[config.mk]
export PLATFORM = sky130hd
export DESIGN_NAME = fetch_unit
export DESIGN_NICKNAME = d
export VERILOG_FILES = /design/src/rtl/fetch_unit.sv
export SDC_FILE = /design/constraint.sdc
export NUM_CORES = 1
export LEC_CHECK = 0
export CAP_MARGIN = 15
export CORE_ASPECT_RATIO = 1.1
export CORE_MARGIN = 2
export CORE_UTILIZATION = 52
export CTS_CLUSTER_DIAMETER = 40
export DETAILED_ROUTE_END_ITERATION = 7
export GPL_TIMING_DRIVEN = 0
export PLACE_DENSITY = 0.85
export SETUP_SLACK_MARGIN = 0.15
export SYNTH_ARGS = -nofsm -noshare
export SYNTH_HDL_FRONTEND = slang
export SYNTH_SLANG_ARGS = --single-unit
[constraint.sdc]
create_clock -name clock -period 5.1 [get_ports clock]
set_input_delay 1.275 -clock clock [delete_from_list [all_inputs] [get_ports clock]]
set_output_delay 1.275 -clock clock [all_outputs]
set_load 0.02 [all_outputs]
[src/rtl/fetch_unit.sv]
// Instruction fetch stage feeding the NBBPU datapath.
// Fetches a 16-bit instruction as two byte reads from a byte-wide memory.
// The bytes are assembled little-endian: low byte at PC, high byte at PC+1.
//
// Memory handshake: in LOW and HIGH the unit holds mem_read=1 with a stable
// mem_addr. A byte is taken on any rising edge where mem_ready=1. mem_ready
// is ignored whenever mem_read=0, which is the case in IDLE and DONE.
// There is no back-pressure on instr_valid. It is a one-cycle pulse, and the
// instruction register holds its value until the next fetch writes it.
module fetch_unit #(
  parameter int ADDR_WIDTH = 16
) (
  input  logic                  clock,
  input  logic                  reset,
  input  logic [ADDR_WIDTH-1:0] PC,
  input  logic                  fetch_req,
  output logic [ADDR_WIDTH-1:0] mem_addr,
  output logic                  mem_read,
  input  logic                  mem_ready,
  input  logic [7:0]            mem_rdata,
  output logic [15:0]           instruction,
  output logic                  instr_valid,
  output logic                  busy,
  output logic                  misaligned,
  output logic [1:0]            state_dbg
);

  typedef enum logic [1:0] {
    S_IDLE = 2'd0,
    S_LOW  = 2'd1,
    S_HIGH = 2'd2,
    S_DONE = 2'd3
  } state_t;

  state_t                  state_q;
  state_t                  state_d;
  logic [ADDR_WIDTH-1:0]   addr_reg;
  logic [ADDR_WIDTH-1:0]   addr_d;
  logic [ADDR_WIDTH-1:0]   mem_addr_d;
  logic                    mem_read_d;
  logic [15:0]             instruction_d;
  logic                    instr_valid_d;
  logic                    busy_d;
  logic                    misaligned_d;
  logic                    can_accept;
  logic                    accept_aligned;
  logic                    accept_misaligned;

  // A new request is only looked at when no fetch is in flight.
  assign can_accept        = (state_q == S_IDLE) || (state_q == S_DONE);
  assign accept_aligned    = can_accept && fetch_req && !PC[0];
  assign accept_misaligned = can_accept && fetch_req &&  PC[0];

  assign state_dbg = state_q;

  // State register; reset aborts any fetch in progress.
  always_ff @(posedge clock) begin
    if (!reset) begin
      state_q <= S_IDLE;
    end else begin
      state_q <= state_d;
    end
  end

  // Next-state decode: accept from IDLE/DONE, advance on mem_ready.
  always_comb begin
    state_d = state_q;
    case (state_q)
      S_IDLE, S_DONE: begin
        if (accept_aligned) begin
          state_d = S_LOW;
        end else begin
          state_d = S_IDLE;
        end
      end
      S_LOW: begin
        if (mem_ready) begin
          state_d = S_HIGH;
        end
      end
      S_HIGH: begin
        if (mem_ready) begin
          state_d = S_DONE;
        end
      end
      default: state_d = S_IDLE;
    endcase
  end

  // Output decode: next values of all registered outputs, from state_d.
  always_comb begin
    addr_d        = addr_reg;
    mem_addr_d    = mem_addr;
    mem_read_d    = 1'b0;
    instruction_d = instruction;
    busy_d        = 1'b0;
    instr_valid_d = 1'b0;
    misaligned_d  = accept_misaligned;

    // PC is captured only on acceptance, so PC moving mid-fetch is harmless.
    if (accept_aligned) begin
      addr_d = PC;
    end

    // Bytes land in the instruction register as they arrive.
    if ((state_q == S_LOW) && mem_ready) begin
      instruction_d[7:0] = mem_rdata;
    end
    if ((state_q == S_HIGH) && mem_ready) begin
      instruction_d[15:8] = mem_rdata;
    end

    case (state_d)
      S_LOW: begin
        mem_read_d = 1'b1;
        mem_addr_d = addr_d;
        busy_d     = 1'b1;
      end
      S_HIGH: begin
        mem_read_d = 1'b1;
        // Wraps naturally at the top of the address space.
        mem_addr_d = addr_d + ADDR_WIDTH'(1);
        busy_d     = 1'b1;
      end
      S_DONE: begin
        instr_valid_d = 1'b1;
      end
      default: begin
        mem_read_d = 1'b0;
      end
    endcase
  end

  // Output and datapath registers; mem_addr holds its value while idle.
  always_ff @(posedge clock) begin
    if (!reset) begin
      addr_reg    <= '0;
      mem_addr    <= '0;
      mem_read    <= 1'b0;
      instruction <= 16'h0000;
      instr_valid <= 1'b0;
      busy        <= 1'b0;
      misaligned  <= 1'b0;
    end else begin
      addr_reg    <= addr_d;
      mem_addr    <= mem_addr_d;
      mem_read    <= mem_read_d;
      instruction <= instruction_d;
      instr_valid <= instr_valid_d;
      busy        <= busy_d;
      misaligned  <= misaligned_d;
    end
  end

endmodule

==> results of run 1 <==
## worst min-delay path, delay by kind of cell (launching register included)
family | cells | cell delay, ns
AOI/OAI and AO/OA | 1 | 0.06
and+or+nand+nor | 1 | 0.04
DFF | 1 | 0.32
## worst min path at each step
| stage | start | endpoint | slack, ns | cells after the start |
|---|---|---|---|---|
| floorplan | addr_reg[9] | addr_reg[9] | 0.47 | 2 |
| global placement | instruction[13] | instruction[13] | 0.45 | 2 |
| detailed placement | instruction[3] | instruction[3] | 0.46 | 2 |
| CTS | instruction[3] | instruction[3] | 0.47 | 2 |
| global route | instruction[1] | instruction[1] | 0.50 | 2 |
| finish | instruction[3] | instruction[3] | 0.47 | 2 |
## power groups by stage
stage | Combinational [mW] | Clock [mW] | Sequential [mW]
floorplan | 0.0521 | 0 | 0.453
global placement | 0.114 | 0 | 0.445
detailed placement | 0.116 | 0 | 0.446
CTS | 0.117 | 0.301 | 0.436
global route | 0.126 | 0.316 | 0.438
finish | 0.117 | 0.299 | 0.436
## Yosys cell counts, types with 2 or more instances
| cell | number | area (µm²) |
|---|---|---|
| nor2_1 | 13 | 48.8 |
| xor2_1 | 6 | 52.6 |
| nand2_1 | 50 | 188 |
| clkbuf_1 | 14 | 52.6 |
| and3_1 | 9 | 56.3 |
| buf_2 | 4 | 20.0 |
| nand4_1 | 4 | 25.0 |
| a21boi_0 | 25 | 188 |
| o21ai_0 | 8 | 40.0 |
| o311a_1 | 2 | 20.0 |
| and2_1 | 8 | 50.1 |
| o211ai_1 | 4 | 30.0 |
| a21oi_1 | 4 | 20.0 |
| nor4_1 | 4 | 25.0 |
| nand3_1 | 33 | 165 |
| nor3_1 | 5 | 25.0 |
| ha_1 | 5 | 62.6 |
| nor2b_1 | 7 | 43.8 |
| xnor2_1 | 5 | 43.8 |
| dfxtp_1 | 53 | 1060 |
| mux2i_1 | 8 | 80.1 |
| nand2b_1 | 2 | 12.5 |
| inv_1 | 9 | 33.8 |
## final cells by class
| cell class | instances | share of cell area (%) |
|---|---|---|
| well taps | 56 | 2.08 |
| repair buffers | 64 | 19.0 |
| inverters | 9 | 1.00 |
| clock inverters | 2 | 1.12 |
| flip-flops and latches | 53 | 31.5 |
| plain buffers | 20 | 2.49 |
| clock buffers | 6 | 2.46 |
| multi-input cells | 219 | 40.3 |
## cell families (layout without fill, tap and decap cells)
| logic type | after synthesis | count (layout) | synth area share [%] |
|---|---|---|---|
| AO/OA/AOI/OAI | 52 | 52 | 15.1 |
| XOR/XNOR | 11 | 11 | 3.80 |
| adder cells (fa/ha/maj) | 5 | 5 | 2.47 |
| buffers and inverters | 29 | 101 | 4.64 |
| flip-flops | 53 | 53 | 41.9 |
| multiplexers | 9 | 9 | 3.61 |
| AND/OR/NAND/NOR | 142 | 142 | 28.5 |
## metal layers
metal | vias to the layer above | global-route usage, %
met4 | 0 | 9.43
met2 | 119 | 46.9
met5 | - | 0
met3 | 14 | 3.68
li1 | 1184 | -
met1 | 1124 | 28.3
## stage by stage
stage          hold slack (ns)  worst slack (ns)  cells  power [mW]
3_5_place_dp             0.461             0.796    421       0.562
4_1_cts                  0.474              1.08    429       0.854
6_report                 0.467              1.05    429       0.853
5_1_grt                  0.501             0.909    429       0.881
3_3_place_gp             0.450             0.896    421       0.559
2_1_floorplan            0.468              1.88    301       0.505
==> results.yml, run 1 <==
logic_synthesis:
  yosysWarnings: 0
  synth_seq_area_share_pct: 41.9
  syn_nets: 334
  synthFlopType: "dfxtp_1"
  synthArstFlopShare_pct: 0
  synth_area_per_cell_um2: 8.41
  synth_edf_count: 0
  synth-seq-cells: 53
  netlist_area_um2: 2530
  synthCells: 301
  synth_cell_types: 42
detailed_routing:
  via_per_inst: 5.69
  wl_met3_um: 504
  drt-initial-drc-count: 162
  top_layer_used: "met4"
  routedWlPerCell_um: 15.6
  drt-total-wl_um: 6700
  wl_met2_um: 3420
  ant_nets: 0
  num_vias: 2441
  wl_met1_um: 2630
  drc: 0
  firstDrtPassIters: 5
floorplanning:
  die_w_um: 70.5
  rows: 26
  start_util_pct: 54.1
  die_h_um: 77.2
  core_area_um2: 4680
  die_area_um2: 5440
  io_pins: 66
critical_path:
  rrSetupSlack_ns: 1.74
  crit_path_top_delay_cell: "clkdlybuf4s50_1"
  critPathMaxFanout: 10
  worstReg2RegStart: "state_dbg[0]"
  r2r-end: "mem_addr[11]"
  cpMostUsedCell: "clkbuf_1"
  worstSetupStartpoint: "PC[0]"
  cp.required_ns: 5.31
  worstSetupPathType: "input pin to register"
  crit_path_max_incr_delay_ns: 0.45
  cp_top_family: "buffers and inverters"
  crit_cells: 10
  critPathArrivalTime_ns: 4.26
  crit_path_cell_trace: "clkdlybuf4s50_1 -> nand3b_1 -> buf_2 -> o31ai_1 -> inv_1 -> ha_1 -> clkbuf_1 -> clkbuf_1 -> o21ai_0 -> a32o_1"
  crit_path_end: "mem_addr[11]"
  crit_buf_inv: 5
  cp-start-kind: "input pin"
  rr_worst_depth: 11
  end_kind: "register"
placement:
  postPlaceCellArea_um2: 3240
  place.port_buffers: 64
  finalWeightedCongestion: 0.908
  dp_hpwl_um: 4940
clocking:
  ctsHoldBuffers: 0
  cts_buffers: 5
  clkTransAtPathRegs_ns: 0.09
  cts_max_level: 2
  post_cts_buffers: 0
  clk_path_buf_depth: 2
  cts_root_buffer: "clkbuf_8"
  clkLatencyLatePin_ns: 0.31
  cts_resized: 0
  cts.sinks: 53
  cts_tree: "done"
timing:
  timing.final.crit_share_pct: 79.5
  worstMarginPinSlew_ns: 0.537
  min_period_ns: 4.05
  setup_tns_ns: 0
  finClkSkew_ns: 0.00389
  finalMaxSlewViolations: 0
  hold_violations: 0
  max_slew_margin_pct: 64.2
  fmax_ghz: 0.247
  setup_viol: 0
  rsz0062_at_grt: "no"
final_layout:
  finish.utilization_pct: 71.8
  syn2layout_area_growth_pct: 32.8
  multi_input_area_um2: 1350
  nets: 405
  fin_area_um2: 3360
  nFillCells: 380
  diodes: 0
  drive_above_1_share_pct: 5.36
  final_common_cell: "clkdlybuf4s50_1"
  regArea_um2: 1060
  final_cell_mix: "clkdlybuf4s50_1 (64), dfxtp_1 (53), nand2_1 (50)"
global_routing:
  grt.overflow.total: 0
  grt_pass1_vias: 2370
  gr-usage-all-layers_pct: 25.1
  grt_pass1_wl_um: 10900
  grt_max_degree: 17
  antenna_found_initial: 0
power_and_ir_drop:
  p_leak_nw: 1.20
  pwr-share-comb_pct: 13.8
  pwr-share-seq_pct: 51.2
  switching_share_pct: 24.8
  ir_worst_vdd_uv: 171
  internal-power_mw: 0.642
  clkPwrFrac_pct: 35.1
  power_density_nw_per_um2: 254
  switchingPower_mw: 0.211
flow_run:
  drv_cap: 0
hold_path:
  min_path_type: "register to register"
run_status:
  outcome: "finished, final reports clean"
No activity file was read; power rests on OpenSTA's default activity.
==> inputs of run 2 (changes only) <==
--- a/config.mk
+++ b/config.mk
@@ -8,11 +8,11 @@
 export CAP_MARGIN = 15
 export CORE_ASPECT_RATIO = 1.1
 export CORE_MARGIN = 2
-export CORE_UTILIZATION = 52
+export CORE_UTILIZATION = 48
 export CTS_CLUSTER_DIAMETER = 40
 export DETAILED_ROUTE_END_ITERATION = 7
 export GPL_TIMING_DRIVEN = 0
-export PLACE_DENSITY = 0.85
+export PLACE_DENSITY = 0.79
 export SETUP_SLACK_MARGIN = 0.15
 export SYNTH_ARGS = -nofsm -noshare
 export SYNTH_HDL_FRONTEND = slang
==> constraint.sdc (replaced) <==
create_clock -name clock -period 4.02 [get_ports clock]
set_input_delay 1.005 -clock clock [delete_from_list [all_inputs] [get_ports clock]]
set_output_delay 1.005 -clock clock [all_outputs]
set_load 0.02 [all_outputs]
==> results.yml, run 2 (same netlist as run 1, synthesis figures left out) <==
detailed_routing:
  ant_nets: 0
  num_vias: 2414
  firstDrtPassIters: 5
  drc: 0
  via_per_inst: 5.60
  routedWlPerCell_um: 15.2
  drt-total-wl_um: 6560
  drt-initial-drc-count: 132
global_routing:
  antenna_found_initial: 0
  grt_pass1_wl_um: 10800
  grt_pass1_vias: 2310
  grt.overflow.total: 0
  grt_max_degree: 19
  gr-usage-all-layers_pct: 23.5
clocking:
  cts_buffers: 5
  clkTransAtPathRegs_ns: 0.11
  post_cts_buffers: 0
  cts.sinks: 53
  cts_resized: 0
  clk_path_buf_depth: 2
  cts_tree: "done"
  clkLatencyLatePin_ns: 0.31
  cts_max_level: 2
  ctsHoldBuffers: 0
  cts_root_buffer: "clkbuf_8"
placement:
  finalWeightedCongestion: 0.911
  place.port_buffers: 64
  dp_hpwl_um: 4910
timing:
  setup_tns_ns: 0
  timing.final.crit_share_pct: 91.4
  finalMaxSlewViolations: 0
  finClkSkew_ns: 0.0104
  worstMarginPinSlew_ns: 0.554
  max_slew_margin_pct: 63.0
  hold-worst-slack_ns: 0.467
  fmax_ghz: 0.272
  min_period_ns: 3.67
  hold_violations: 0
  setup_viol: 0
  rsz0062_at_grt: "no"
final_layout:
  multi_input_area_um2: 1350
  regArea_um2: 1060
  syn2layout_area_growth_pct: 31.9
  final_common_cell: "clkdlybuf4s50_1"
  final_cell_mix: "clkdlybuf4s50_1 (64), dfxtp_1 (53), nand2_1 (50)"
  drive_above_1_share_pct: 5.63
  diodes: 0
  nFillCells: 431
  nets: 405
hold_path:
  min_path_type: "register to register"
critical_path:
  critPathArrivalTime_ns: 3.87
  cp.required_ns: 4.22
  cp-start-kind: "input pin"
  end_kind: "register"
  critPathMaxFanout: 10
  worstSetupPathType: "input pin to register"
floorplanning:
  die_area_um2: 5870
  start_util_pct: 50.3
  io_pins: 66
  core_area_um2: 5030
  die_w_um: 73.3
  rows: 27
  die_h_um: 80.2
power_and_ir_drop:
  pwr-share-seq_pct: 54.4
  internal-power_mw: 0.738
  switchingPower_mw: 0.279
  clkPwrFrac_pct: 31.0
  ir_worst_vdd_uv: 194
  switching_share_pct: 27.4
  p_leak_nw: 1.19
  power_density_nw_per_um2: 304
  pwr-share-comb_pct: 14.6
run_status:
  outcome: "finished, final reports clean"
flow_run:
  drv_cap: 0
[run 2: cell types whose count changed in the layout (fill, tap and decap cells not counted), sizes merged]
cell	change
bufinv	-1
clkbuf	-1
clkinv	+1
inv	+1
[run 2: cell type report]
| type | instances | area share, % |
|---|---|---|
| Clock inverter | 3 | 0.749 |
| Inverter | 9 | 1.01 |
| Timing Repair Buffer | 64 | 19.2 |
| Multi-Input combinational cell | 219 | 40.5 |
| Clock buffer | 5 | 2.06 |
| Sequential cell | 53 | 31.8 |
| Tap cell | 58 | 2.17 |
| Buffer | 20 | 2.55 |
[run 2: worst max-delay path, stage by stage]
cell	delay (ns)
clkdlybuf4s50_1	0.50
nand3b_1	0.29
buf_2	0.35
o31ai_1	0.17
inv_1	0.09
ha_1	0.31
nand3_1	0.16
nor2_1	0.39
and3_2	0.26
xor2_1	0.07
o311a_1	0.29
[run 2: per-stage QoR]
step / worst slack [ns] / total power, mW / util, % / cell area [µm²] / instances
final: 0.347 / 1.02 / 66.4 / 3340 / 431
after floorplan: 1.07 / 0.641 / - / 2530 / 301
after global routing: 0.183 / 1.05 / 66.4 / 3340 / 431
after CTS: 0.336 / 1.02 / 66.3 / 3340 / 431
after detailed placement: 0.0295 / 0.712 / 64.5 / 3250 / 423
after global placement: 0.0728 / 0.710 / 64.5 / 3250 / 423
[run 2: power groups by stage]
stage | combinational (mW) | clock [mW] | sequential [mW]
4_1_cts | 0.148 | 0.316 | 0.553
3_3_place_gp | 0.146 | 0 | 0.565
3_5_place_dp | 0.147 | 0 | 0.565
6_report | 0.149 | 0.315 | 0.553
2_1_floorplan | 0.0661 | 0 | 0.575
5_1_grt | 0.161 | 0.338 | 0.556
[run 2: path summary, 6_finish.rpt]
check	from	endpoint	slack (ns)	cells after the start
worst max-delay path	PC[0]	mem_addr[7]	0.35	11
worst max register to register	state_dbg[0]	mem_addr[7]	0.75	12
worst min-delay path	instruction[5]	instruction[5]	0.47	2
worst min register to register	instruction[5]	instruction[5]	0.47	2
[run 2: metal layers]
layer,track usage (%),vias to the layer above,wire length [µm]
met1,29.1,1118,2820
met2,41.1,99,3210
met4,8.89,0,144
li1,-,1180,-
met5,0,-,0
met3,3.01,17,391
